`src/rtl/axi_read_intf_pkg.sv`:
```
// Shared definitions for the AXI read interface and its address generator.
// Holds the read FSM state type, RRESP codes, burst codes and internal
// region codes, plus the address-region decode helper.
package axi_read_intf_pkg;

  typedef enum logic [1:0] {
    StIdle,
    StReq,
    StWait,
    StResp
  } state_e;

  // RRESP encodings
  localparam logic [1:0] RespOkay   = 2'b00;
  localparam logic [1:0] RespSlverr = 2'b10;
  localparam logic [1:0] RespDecerr = 2'b11;

  // ARBURST encodings; 2'b11 is reserved
  localparam logic [1:0] BurstFixed = 2'b00;
  localparam logic [1:0] BurstIncr  = 2'b01;
  localparam logic [1:0] BurstWrap  = 2'b10;

  // Internal target regions
  localparam logic [1:0] RegionFifo = 2'd0;
  localparam logic [1:0] RegionIram = 2'd1;
  localparam logic [1:0] RegionWram = 2'd2;

  // True when ARREGION does not map to any internal target.
  function automatic logic is_decode_err(input logic [3:0] region);
    logic known;
    known = (region[1:0] == RegionFifo) || (region[1:0] == RegionIram) ||
            (region[1:0] == RegionWram);
    return (region[3:2] != 2'b00) || !known;
  endfunction

endpackage

```
`src/rtl/axi_read_intf_addr_gen.sv`:
```
// axi_addr_gen: next beat address for an AXI burst.
//   addr      - current beat address
//   size      - ARSIZE/AWSIZE (log2 bytes per beat)
//   burst     - burst type
//   next_addr - address of the following beat, modulo 2^AddrWidth
// WRAP is handled like INCR; the step is clamped to the data bus width.
module axi_addr_gen
  import axi_read_intf_pkg::*;
#(
  parameter int unsigned AddrWidth = 11,
  parameter int unsigned DataWidth = 32
) (
  input  logic [AddrWidth-1:0] addr,
  input  logic [2:0]           size,
  input  logic [1:0]           burst,
  output logic [AddrWidth-1:0] next_addr
);

  localparam logic [2:0] MaxSize = 3'($clog2(DataWidth / 8));

  logic [2:0]           eff_size;
  logic [AddrWidth-1:0] step;

  always_comb begin
    eff_size = (size > MaxSize) ? MaxSize : size;
    step     = {{(AddrWidth - 1){1'b0}}, 1'b1} << eff_size;
    case (burst)
      BurstFixed: next_addr = addr;
      BurstIncr:  next_addr = addr + step;
      BurstWrap:  next_addr = addr + step;
      default:    next_addr = addr + step;
    endcase
  end

endmodule

```
`src/rtl/axi_read_intf.sv`:
```
// axi_read_intf: AXI read slave front end with one outstanding burst.
//   clk, rst               - clock, synchronous active-high reset
//   AR* / ARREADY          - read address channel
//   R* / RREADY            - read data channel
//   axi_rd_req/addr/region - one-cycle strobe and held beat address/target
//   rd_data/_vld/rd_err    - internal return path, sampled only in StWait
// Bad regions (DECERR) and the reserved burst type (SLVERR) are answered
// locally with zero data and never reach the internal bus.
module axi_read_intf
  import axi_read_intf_pkg::*;
#(
  parameter int unsigned ARID_WIDTH   = 8,
  parameter int unsigned ARADDR_WIDTH = 11,
  parameter int unsigned RDATA_WIDTH  = 32
) (
  input  logic                    clk,
  input  logic                    rst,
  input  logic [ARID_WIDTH-1:0]   ARID,
  input  logic [ARADDR_WIDTH-1:0] ARADDR,
  input  logic [7:0]              ARLEN,
  input  logic [2:0]              ARSIZE,
  input  logic [1:0]              ARBURST,
  input  logic [3:0]              ARREGION,
  input  logic                    ARVALID,
  output logic                    ARREADY,
  output logic [ARID_WIDTH-1:0]   RID,
  output logic [RDATA_WIDTH-1:0]  RDATA,
  output logic [1:0]              RRESP,
  output logic                    RLAST,
  output logic                    RVALID,
  input  logic                    RREADY,
  output logic                    axi_rd_req,
  output logic [ARADDR_WIDTH-1:0] axi_rd_addr,
  output logic [1:0]              axi_rd_region,
  input  logic [RDATA_WIDTH-1:0]  rd_data,
  input  logic                    rd_data_vld,
  input  logic                    rd_err
);

  state_e                  state_q;
  logic [7:0]              cnt_q;
  logic [2:0]              size_q;
  logic [1:0]              burst_q;
  logic                    err_burst_q;
  logic [ARADDR_WIDTH-1:0] next_addr;
  logic                    dec_err;

  assign dec_err = is_decode_err(ARREGION);

  axi_addr_gen #(
    .AddrWidth(ARADDR_WIDTH),
    .DataWidth(RDATA_WIDTH)
  ) u_addr_gen (
    .addr     (axi_rd_addr),
    .size     (size_q),
    .burst    (burst_q),
    .next_addr(next_addr)
  );

  always_ff @(posedge clk) begin
    if (rst) begin
      state_q       <= StIdle;
      ARREADY       <= 1'b1;
      RVALID        <= 1'b0;
      RLAST         <= 1'b0;
      RRESP         <= RespOkay;
      RDATA         <= '0;
      RID           <= '0;
      axi_rd_req    <= 1'b0;
      axi_rd_addr   <= '0;
      axi_rd_region <= '0;
      cnt_q         <= '0;
      size_q        <= '0;
      burst_q       <= '0;
      err_burst_q   <= 1'b0;
    end else begin
      axi_rd_req <= 1'b0;
      unique case (state_q)
        StIdle: begin
          if (ARVALID && ARREADY) begin
            ARREADY       <= 1'b0;
            RID           <= ARID;
            axi_rd_addr   <= ARADDR;
            axi_rd_region <= ARREGION[1:0];
            cnt_q         <= ARLEN;
            size_q        <= ARSIZE;
            burst_q       <= ARBURST;
            if (dec_err || (ARBURST == 2'b11)) begin
              // Answered locally; DECERR wins over SLVERR.
              err_burst_q <= 1'b1;
              state_q     <= StResp;
              RVALID      <= 1'b1;
              RDATA       <= '0;
              RLAST       <= (ARLEN == 8'd0);
              RRESP       <= dec_err ? RespDecerr : RespSlverr;
            end else begin
              err_burst_q <= 1'b0;
              state_q     <= StReq;
              axi_rd_req  <= 1'b1;
            end
          end
        end
        StReq: state_q <= StWait;
        StWait: begin
          if (rd_data_vld) begin
            RDATA   <= rd_data;
            RRESP   <= rd_err ? RespSlverr : RespOkay;
            RVALID  <= 1'b1;
            RLAST   <= (cnt_q == 8'd0);
            state_q <= StResp;
          end
        end
        StResp: begin
          if (RREADY) begin
            if (RLAST) begin
              RVALID  <= 1'b0;
              RLAST   <= 1'b0;
              ARREADY <= 1'b1;
              state_q <= StIdle;
            end else begin
              cnt_q       <= cnt_q - 8'd1;
              axi_rd_addr <= next_addr;
              if (err_burst_q) begin
                // Error beats are back to back; counter reaches 0 on this edge.
                RLAST <= (cnt_q == 8'd1);
              end else begin
                RVALID     <= 1'b0;
                state_q    <= StReq;
                axi_rd_req <= 1'b1;
              end
            end
          end
        end
        default: state_q <= StIdle;
      endcase
    end
  end

endmodule

```
`config.mk`:
```
export PLATFORM = sky130hd
export DESIGN_NAME = axi_read_intf
export DESIGN_NICKNAME = d
export VERILOG_FILES = /design/src/rtl/axi_read_intf_pkg.sv /design/src/rtl/axi_read_intf_addr_gen.sv /design/src/rtl/axi_read_intf.sv
export SDC_FILE = /design/constraint.sdc
export NUM_CORES = 1
export LEC_CHECK = 0
export CAP_MARGIN = 10
export CORE_MARGIN = 8
export CORE_UTILIZATION = 45
export DETAILED_ROUTE_END_ITERATION = 8
export PLACE_DENSITY = 0.85
export SYNTH_ARGS = -nofsm -noshare
export SYNTH_HDL_FRONTEND = slang
export SYNTH_HIERARCHICAL = 1
export SYNTH_SLANG_ARGS = --single-unit
```
`constraint.sdc`:
```
create_clock -name clk -period 4.5 [get_ports clk]
set_input_delay 1.125 -clock clk [delete_from_list [all_inputs] [get_ports clk]]
set_output_delay 1.125 -clock clk [all_outputs]
set_load 0.1 [all_outputs]
```
==> flow_summary.toml <==
[critical_path]
crit_path_end_kind = "output pin"
critPathLaunchType = "register"
cpPeakStageDelay_ns = 1.20
r2r_end = "axi_rd_addr[10]"
endpoint = "ARREADY"
crit_chain = "clkdlybuf4s50_1"
worstPathArrival_ns = 2.02
crit_buf_inv = 1
rr_worst_depth = 13
required_ns = 3.38
crit_family = "buffers and inverters"
worstSetupStartpoint = "ARREADY"
criticalPathCategory = "register to output pin"
reg2reg_from = "size_q[1]"
cpMaxStageDelayCell = "clkdlybuf4s50_1"
r2r_setup_slack_ns = 2.05
critPathMaxFanout = 6
worst-path-stages = 1

[finish]
antenna_cells = 0
final_nets = 662
drive_above_1_share_pct = 5.90
area_growth_pct = 41.7

[min_path]
worstHoldPathType = "register to register"

[clocking]
post_cts_buffers = 0
cts_resized = 0
clock_latency_ns = 0.34
clkSlewWorstSetupHoldPaths_ns = 0.08
numClockSinks = 75
htree_levels = 3
cts_tree = "done"
clock_path_buffers = 2
cts_buffers = 9
postCtsHoldBufs = 0
cts-root-buf = "clkbuf_8"

[timing]
fin_crit_ns = 3.14
setup_viol = 0
hold_viol_final = 0
finalSetupTns_ns = 0
hold_ws_ns = 0.460
worst_pin_slew_ns = 1.02
fmaxAchievable_ghz = 0.318
rsz0062_at_grt = "no"
relSlewSlack_pct = 31.5
maxSlewViolCount = 0
finalCritPeriodShare_pct = 69.8
worst_clock_skew_ns = 0.00805

[routing]
vias_per_cell = 5.38
drt_iter0_markers = 152
drtPass1Iterations = 4
wl_um = 10800
avgRoutedWirePerCell_um = 15.8
drc = 0
num_vias = 3664
ant_nets = 0

[pwr]
power.total_w = 0.00355
total_leakage_power_nw = 1.96
worst_ir_drop_vdd_v = 0.000289
power_density_mw_per_mm2 = 663

[logic_synthesis]
synth_cell_types = 63
yosysTopAreaCell = "dfxtp_1"
avgSynthCellArea_um2 = 8.45
syn-cell-area_mm2 = 0.00378
syn_inst = 447
yosysSeqAreaShare_pct = 39.8
yosysWarnings = 6
synthTopCellsByArea = "dfxtp_1, a22oi_1, nor2_1, ha_1, a21oi_1"
ys.flop_type = "dfxtp_1"
synthArstFlopShare_pct = 0
synth-seq-cells = 75
synth_edf_count = 0
yosysTopAreaCellShare_pct = 39.8

[global_route]
grt-ovfl-total = 0
grt_max_degree = 55
grt_util_all_layers_pct = 18.6
grt_pass1_wl_um = 17700
grt_pass1_vias = 3765
antenna_found_initial = 0

[floorplan]
die_y_um = 108
die_area_mm2 = 0.0116
die_x_um = 108
core_mm2 = 0.00818
pin_count = 133
rows = 33
initial_core_util_pct = 46.2

[placed_design]
io_buffers = 132
place.gp.congestion = 0.857
hpwlAfterDp_um = 8100

[job]
cap_viol_max_count = 0

[outcome]
outcome = "complete, no violations"
==> worst min-delay path: stages, from the launching register on <==
cell and delay, ns:
dfxtp_1 0.32, nand2_1 0.05, a21oi_1 0.05
==> cell usage in the layout (no fill, tap or decap), types with 6 or more instances in the layout <==
cell type          n
a211oi_1          14
a21oi_1           38
a22oi_1           32
clkbuf_8          10
clkdlybuf4s50_1  131
dfxtp_1           75
ha_1              16
inv_1             16
mux2i_1           14
nand2_1           51
nand2b_1           6
nor2_1            62
nor2b_1            6
nor3_1             6
o21ai_0            9
==> routing by layer <==
| metal | GRT usage [%] | routed length (um) | part of all wire (%) | vias to the layer above |
|---|---|---|---|---|
| li1 | - | - | - | 1827 |
| met1 | 21.1 | 4440 | 41 | 1700 |
| met2 | 29.9 | 4960 | 46 | 129 |
| met3 | 9.58 | 1270 | 12 | 8 |
| met4 | 5.15 | 83 | 0.77 | 0 |
| met5 | 0 | 0 | 0 | - |
==> through the flow <==
| stage | cells | area, um2 | util (%) | setup WS, ns |
|---|---|---|---|---|
| after floorplan | 451 | 3790 | - | 1.82 |
| after global placement | 665 | 5140 | 62.9 | 1.51 |
| after detailed placement | 665 | 5140 | 62.9 | 1.46 |
| after CTS | 681 | 5350 | 65.4 | 1.35 |
| after global routing | 681 | 5350 | 65.4 | 1.30 |
| final | 681 | 5350 | 65.4 | 1.36 |
==> how the worst min path moves through the flow <==
stage / start / end / slack [ns] / cells past startpoint
4_1_cts: RID[6] / RID[6] / 0.46 / 2
3_3_place_gp: RID[1] / RID[1] / 0.44 / 2
2_1_floorplan: size_q[2] / size_q[2] / 0.44 / 2
6_report: axi_rd_region[1] / axi_rd_region[1] / 0.46 / 2
3_5_place_dp: RID[5] / RID[5] / 0.45 / 2
5_1_grt: size_q[1] / size_q[1] / 0.48 / 2
==> registers in the layout, indices dropped and copies added, names as in the netlist, 2 cells and up <==
| signal | count |
|---|---|
| RDATA | 32 |
| RID | 8 |
| RRESP | 2 |
| axi_rd_addr | 11 |
| axi_rd_region | 2 |
| burst_q | 2 |
| cnt_q | 8 |
| size_q | 3 |
| state_q | 2 |
==> cells in the mapped netlist (2+ instances only) <==
| library cell | count |
|---|---|
| mux2i_1 | 14 |
| a211oi_1 | 14 |
| nand2b_1 | 6 |
| o31ai_1 | 3 |
| o21bai_1 | 2 |
| a21oi_1 | 39 |
| nand4_1 | 2 |
| buf_2 | 8 |
| o211ai_1 | 2 |
| a211oi_2 | 2 |
| inv_1 | 16 |
| nor3_1 | 6 |
| nand3_1 | 5 |
| xnor2_1 | 5 |
| a211o_1 | 2 |
| nor3b_1 | 2 |
| a311oi_1 | 2 |
| a22oi_1 | 32 |
| and2_1 | 2 |
| buf_6 | 4 |
| xor2_1 | 3 |
| clkbuf_1 | 14 |
| nor2_1 | 62 |
| o21ai_0 | 9 |
| dfxtp_1 | 75 |
| or4_1 | 5 |
| o2111ai_1 | 2 |
| nand2_1 | 51 |
| ha_1 | 16 |
| or3_1 | 2 |
| a21o_1 | 2 |
| nor2b_1 | 6 |
| nand3b_1 | 2 |
==> cells by family (layout without fill, tap and decap cells) <==
family	count (synthesis)	after routing	synth area share, %
AND/OR/NAND/NOR	160	160	19.4
buffers and inverters	44	169	5.53
other	1	5	0.0993
adder cells (fa/ha/maj)	17	17	5.83
flip-flops	75	75	39.8
AO/OA/AOI/OAI	127	127	23.5
XOR/XNOR	8	8	1.86
multiplexers	15	15	4.01
==> layout make-up <==
cell class | instances | area (um2)
Clock buffer | 10 | 138
Clock inverter | 6 | 72.6
Fill cell | 693 | 2830
Inverter | 16 | 60.1
Multi-Input combinational cell | 332 | 2090
Sequential cell | 75 | 1500
Tap cell | 105 | 131
Timing Repair Buffer | 137 | 1350
==> where the power goes <==
part	switching (W)	internal, W	total [W]
Combinational	0.00143	0.000633	0.00206
Clock	0.000265	0.000277	0.000542
Sequential	0.000132	0.000812	0.000944
Total	0.00182	0.00172	0.00355
(Power assumes the default switching activity.)
